File: config.mk
export PLATFORM = sky130hd
export DESIGN_NAME = layer1_ctrl
export DESIGN_NICKNAME = d
export VERILOG_FILES = /design/src/rtl/layer1_ctrl.sv
export SDC_FILE = /design/constraint.sdc
export NUM_CORES = 1
export LEC_CHECK = 0
export CORE_AREA = 5 5 176 178
export DETAILED_ROUTE_END_ITERATION = 10
export DIE_AREA = 0 0 181 183
export RECOVER_POWER = 50
export SYNTH_ARGS = -nofsm -noshare
export SYNTH_HDL_FRONTEND = slang
export SYNTH_SLANG_ARGS = --single-unit
File: constraint.sdc
create_clock -name clk -period 15.5 [get_ports clk]
set_input_delay 3.1 -clock clk [delete_from_list [all_inputs] [get_ports clk]]
set_output_delay 3.1 -clock clk [all_outputs]
set_load 0.05 [all_outputs]
File: src/rtl/layer1_ctrl.sv
// Sequencer for the LeNet layer-1 engine: loads 25 packed weight words, streams a
// 28x28 image, collects pooled outputs into the layer-2 buffer and reports done/err.
`timescale 1ns/1ps

module layer1_ctrl #(
    parameter int KERNEL_TAPS   = 25,
    parameter int IMG_PIXELS    = 784,
    parameter int POOL_OUTS     = 144,
    parameter int WADDR_W       = 5,
    parameter int IADDR_W       = 10,
    parameter int OADDR_W       = 8,
    parameter int DRAIN_TIMEOUT = 4096
) (
    input  logic               clk,
    input  logic               reset,
    input  logic               start,
    output logic               busy,
    output logic               done,
    output logic               err,
    output logic               w_rd_en,
    output logic [WADDR_W-1:0] w_addr,
    input  logic [95:0]        w_data,
    output logic               img_rd_en,
    output logic [IADDR_W-1:0] img_addr,
    input  logic [15:0]        img_data,
    output logic [95:0]        l1_weights,
    output logic               l1_wen,
    output logic [15:0]        l1_datain,
    output logic               l1_enable,
    input  logic [95:0]        l1_dout,
    input  logic [5:0]         l1_out,
    input  logic [5:0]         l1_finish,
    output logic               ob_wr_en,
    output logic [OADDR_W-1:0] ob_addr,
    output logic [95:0]        ob_data
);

    localparam int NCH    = 6;
    localparam int DCNT_W = $clog2(DRAIN_TIMEOUT);

    localparam logic [2:0] S_IDLE   = 3'd0;
    localparam logic [2:0] S_LOAD_W = 3'd1;
    localparam logic [2:0] S_STREAM = 3'd2;
    localparam logic [2:0] S_DRAIN  = 3'd3;
    localparam logic [2:0] S_DONE   = 3'd4;

    localparam logic [IADDR_W-1:0] LAST_TAP  = IADDR_W'(KERNEL_TAPS - 1);
    localparam logic [IADDR_W-1:0] LAST_PIX  = IADDR_W'(IMG_PIXELS - 1);
    localparam logic [OADDR_W:0]   OUT_FULL  = (OADDR_W + 1)'(POOL_OUTS);
    localparam logic [DCNT_W-1:0]  DCNT_LAST = DCNT_W'(DRAIN_TIMEOUT - 1);

    logic [2:0]         state_reg, state_next;
    logic [IADDR_W-1:0] addr_reg;
    logic [OADDR_W:0]   ocnt_reg;
    logic [DCNT_W-1:0]  dcnt_reg;
    logic [NCH-1:0]     fin_reg;
    logic               err_reg;
    logic               l1_wen_reg, l1_enable_reg;
    logic               ob_wr_en_reg;
    logic [OADDR_W-1:0] ob_addr_reg;
    logic [95:0]        ob_data_reg;

    logic               accept;
    logic               capture;
    logic               out_pulse, out_full, wr_ok, lockstep_bad;
    logic [OADDR_W:0]   ocnt_after;
    logic [NCH-1:0]     fin_now;
    logic               all_fin, drain_exit_ok, drain_expired, err_set;

    assign accept    = (state_reg == S_IDLE) && start;
    assign capture   = (state_reg == S_STREAM) || (state_reg == S_DRAIN);
    assign out_pulse = capture && l1_out[NCH-1];
    assign out_full  = (ocnt_reg == OUT_FULL);
    assign wr_ok     = out_pulse && !out_full;
    assign lockstep_bad = capture && (l1_out != '0) && (l1_out != '1);
    assign ocnt_after   = ocnt_reg + {{OADDR_W{1'b0}}, wr_ok};

    // Finish bits seen this cycle count immediately, so an exit coincides with the last write.
    generate
        for (genvar gi = 0; gi < NCH; gi++) begin : g_fin
            assign fin_now[gi] = fin_reg[gi] | (capture & l1_finish[gi]);
        end
    endgenerate

    assign all_fin       = &fin_now;
    assign drain_exit_ok = (state_reg == S_DRAIN) && all_fin;
    assign drain_expired = (state_reg == S_DRAIN) && !all_fin && (dcnt_reg == DCNT_LAST);
    assign err_set       = lockstep_bad || (out_pulse && out_full) || drain_expired ||
                           (drain_exit_ok && (ocnt_after != OUT_FULL));

    always_comb begin
        state_next = state_reg;
        case (state_reg)
            S_IDLE:   if (start) state_next = S_LOAD_W;
            S_LOAD_W: if (addr_reg == LAST_TAP) state_next = S_STREAM;
            S_STREAM: if (addr_reg == LAST_PIX) state_next = S_DRAIN;
            S_DRAIN:  if (drain_exit_ok || drain_expired) state_next = S_DONE;
            S_DONE:   state_next = S_IDLE;
            default:  state_next = S_IDLE;
        endcase
    end

    always_ff @(posedge clk or posedge reset) begin
        if (reset) begin
            state_reg     <= S_IDLE;
            addr_reg      <= '0;
            ocnt_reg      <= '0;
            dcnt_reg      <= '0;
            fin_reg       <= '0;
            err_reg       <= 1'b0;
            l1_wen_reg    <= 1'b0;
            l1_enable_reg <= 1'b0;
            ob_wr_en_reg  <= 1'b0;
            ob_addr_reg   <= '0;
            ob_data_reg   <= '0;
        end else begin
            state_reg <= state_next;

            // One address counter serves both the tap and the pixel sweep.
            if ((state_reg == S_LOAD_W || state_reg == S_STREAM) && state_next == state_reg)
                addr_reg <= addr_reg + 1'b1;
            else
                addr_reg <= '0;

            if (state_reg == S_DRAIN)
                dcnt_reg <= dcnt_reg + 1'b1;
            else
                dcnt_reg <= '0;

            if (accept) begin
                ocnt_reg <= '0;
                fin_reg  <= '0;
                err_reg  <= 1'b0;
            end else begin
                ocnt_reg <= ocnt_after;
                fin_reg  <= fin_now;
                if (err_set)
                    err_reg <= 1'b1;
            end

            l1_wen_reg    <= (state_reg == S_LOAD_W);
            l1_enable_reg <= (state_reg == S_STREAM);

            ob_wr_en_reg <= wr_ok;
            if (wr_ok) begin
                ob_addr_reg <= ocnt_reg[OADDR_W-1:0];
                ob_data_reg <= l1_dout;
            end
        end
    end

    assign busy      = (state_reg != S_IDLE);
    assign done      = (state_reg == S_DONE);
    assign err       = err_reg;
    assign w_rd_en   = (state_reg == S_LOAD_W);
    assign w_addr    = w_rd_en ? addr_reg[WADDR_W-1:0] : '0;
    assign img_rd_en = (state_reg == S_STREAM);
    assign img_addr  = img_rd_en ? addr_reg : '0;
    // Memory read data lands in the strobe cycle; gate so idle outputs stay at zero.
    assign l1_wen     = l1_wen_reg;
    assign l1_weights = l1_wen_reg ? w_data : '0;
    assign l1_enable  = l1_enable_reg;
    assign l1_datain  = l1_enable_reg ? img_data : '0;
    assign ob_wr_en   = ob_wr_en_reg;
    assign ob_addr    = ob_addr_reg;
    assign ob_data    = ob_data_reg;

endmodule
==> flow_summary.toml <==
[die]
dieArea_um2 = 33100
start_util_pct = 24.2
fp.dieH_um = 183
dieWidth_um = 181
core_area_um2 = 29200
core.rowCount = 63
ios = 462

[global_route]
grt_start_max_net_pins = 98
antenna_found_initial = 4
grt_pass1_wl_mm = 38.9
overflow = 0
grt_pass1_vias = 6341
grt_util_all_layers_pct = 15.0

[synthesis]
syn_nets = 812
yosysWarnings = 0
synth-main-ff-cell = "dfrtp_1"
syn-mean-instance-area_um2 = 12.1
yosys-top-cells-count = "dfrtp_1 (148), and2_1 (130), mux2_4 (60)"
yosys_register_bits = 148
yosysMostFrequentCell = "dfrtp_1"
yosysTopAreaCell = "dfrtp_1"
synth-edff-count = 0
synth_top_area_share_pct = 52.3
synth_area_um2 = 7080
synth.area.top_cells = "dfrtp_1 (52%), mux2_4 (13%), and2_1 (11%), mux2_2 (6.7%), nor2_1 (2.4%)"
syn_inst = 584
synth_cell_types = 39
ys_seq_area_share_pct = 52.3
async_reset_ff_share_pct = 100

[sta]
rsz0062_at_grt = "no"
setup_tns_ps = 0
max_freq_ghz = 0.118
max_slew_margin_pct = -183
finalMaxSlewViolations = 207
finalCritPeriodShare_pct = 54.8
layout_min_cycle_time_ps = 8490
hold-worst-slack_ps = 478
fin_skew_ps = 13.7
setup_viol = 0
hold_viol = 0
worst-slew-pin-transition_ps = 4240

[drt]
drt_wl_total_mm = 25.8
drc = 0
dr_total_vias = 6061
avgRoutedWirePerCell_um = 17.8
drt_pass1_iterations = 4
drtIter0Drc = 285
ant_nets = 0
via_per_inst = 4.19

[critical_path]
cp-endpoint = "ob_data[90]$_DFFE_PP0P_"
path_class = "input pin to async pin"
r2r_slack_ps = 10340
crit_path_start_kind = "input pin"
critical_path.max_fanout = 92
r2r-start = "state_reg[1]$_DFF_PP0_"
critPathLaunch = "reset"
endpoint_kind = "async pin"
cp.arrival_ps = 8330
cp.required_ps = 15340
reg2reg_depth = 6
r2r_end = "ob_addr[0]$_DFFE_PP0P_"

[clocking]
cts_num_sinks = 148
clock_tree.root_cell = "clkbuf_16"
clk_latency_ps = 420
cts_buffer_depth = 2
cts_tree = "built"
cts.clk_slew.worst_paths_ps = 70
cts_resized = 0
cts_setup_buffers = 0
htree_levels = 4
ctsHoldBuffers = 0
numCtsBuffers = 17

[finish]
stdcell_count = 1446
largest_register_ffs = 96
nets = 1268
drive_gt1_share_pct = 13.3
area_growth_pct = 78.0

[placed_design]
port_buffers = 461
dp_cells = 1411
dp_hpwl_mm = 20.1
gp_congestion = 0.898

[worst_hold_path]
worstHoldPathType = "flip-flop to flip-flop"

[pwr]
p_leak_nw = 5.19
vdd_drop_max_uv = 114
power_w = 0.00268
powerDensity_nw_per_um2 = 213

[run_status]
run_status = "finished, violations left"
violations = "capacitance limit, slew limit"

[run]
cap_viol_max_count = 3
routing by layer:
layer | share of wire (%) | global-route usage (%) | wire length, um | up-vias
met5 | 0 | 0 | 0 | -
met4 | 1.5 | 4.08 | 378 | 0
met3 | 7.5 | 5.22 | 1940 | 24
met2 | 52 | 27.6 | 13500 | 248
met1 | 39 | 16.7 | 9940 | 2911
li1 | - | - | - | 2878
critical path: stages:
cell,delay [ps]
dlygate4sd3_1,540
clkinvlp_2,2270
clkbuf_1,2340
metrics by stage:
stage	utilization (%)	area (um2)	worst slack, ps
finish	43.1	12600	7010
CTS	43.1	12600	7750
global route	43.1	12600	5640
global placement	41.2	12100	7760
floorplan	-	7080	8420
detailed placement	41.2	12100	7750
report_power, final:
group | internal (W) | total (W) | switching (W)
Combinational | 0.000588 | 0.00165 | 0.00106
Clock | 0.000212 | 0.000401 | 0.000189
Sequential | 0.000539 | 0.000628 | 0.0000889
cell families (layout without fill, tap and decap cells):
family / Yosys count / count (layout) / synth area share (%)
other cells: 0 / 3 / 0
flops: 148 / 148 / 52.3
simple gates: 242 / 242 / 19.3
fa+ha+maj: 5 / 5 / 0.884
compound gates: 28 / 28 / 2.33
buf+inv: 36 / 505 / 2.86
xor+xnor: 23 / 23 / 2.85
mux: 102 / 102 / 19.4
placed cells by master, fill, tap and decap left out, types with 6 or more instances in the layout:
cell             count
xor2_1              15
and2_1             128
a21oi_1             13
nand2_1             19
mux2_2              42
nor3_1               8
inv_6                6
dlygate4sd3_1       97
mux2_4              60
clkdlybuf4s50_1    364
nand3_1             10
dfrtp_1            147
xnor2_1              8
nor2_1              45
clkbuf_16           17
and3_1               6
final cells by class:
cell class / instances / area [um2]
diodes: 3 / 7.51
clock buffers: 17 / 425
well taps: 390 / 488
multi-input cells: 400 / 3170
clock inverters: 15 / 134
fillers: 2814 / 16600
repair buffers: 467 / 4640
inverters: 6 / 23.8
flip-flops and latches: 148 / 3700
worst min path at each step:
| stage | startpoint | endpoint | slack [ps] | cells past startpoint |
|---|---|---|---|---|
| floorplan | dcnt_reg[0]$_DFF_PP0_ | dcnt_reg[0]$_DFF_PP0_ | 450 | 1 |
| global placement | dcnt_reg[0]$_DFF_PP0_ | dcnt_reg[0]$_DFF_PP0_ | 460 | 1 |
| detailed placement | dcnt_reg[0]$_DFF_PP0_ | dcnt_reg[0]$_DFF_PP0_ | 470 | 1 |
| CTS | dcnt_reg[0]$_DFF_PP0_ | dcnt_reg[0]$_DFF_PP0_ | 480 | 1 |
| global route | dcnt_reg[0]$_DFF_PP0_ | dcnt_reg[0]$_DFF_PP0_ | 500 | 1 |
| finish | dcnt_reg[0]$_DFF_PP0_ | dcnt_reg[0]$_DFF_PP0_ | 480 | 1 |
Note: power is estimated with default switching activity, not from simulation.
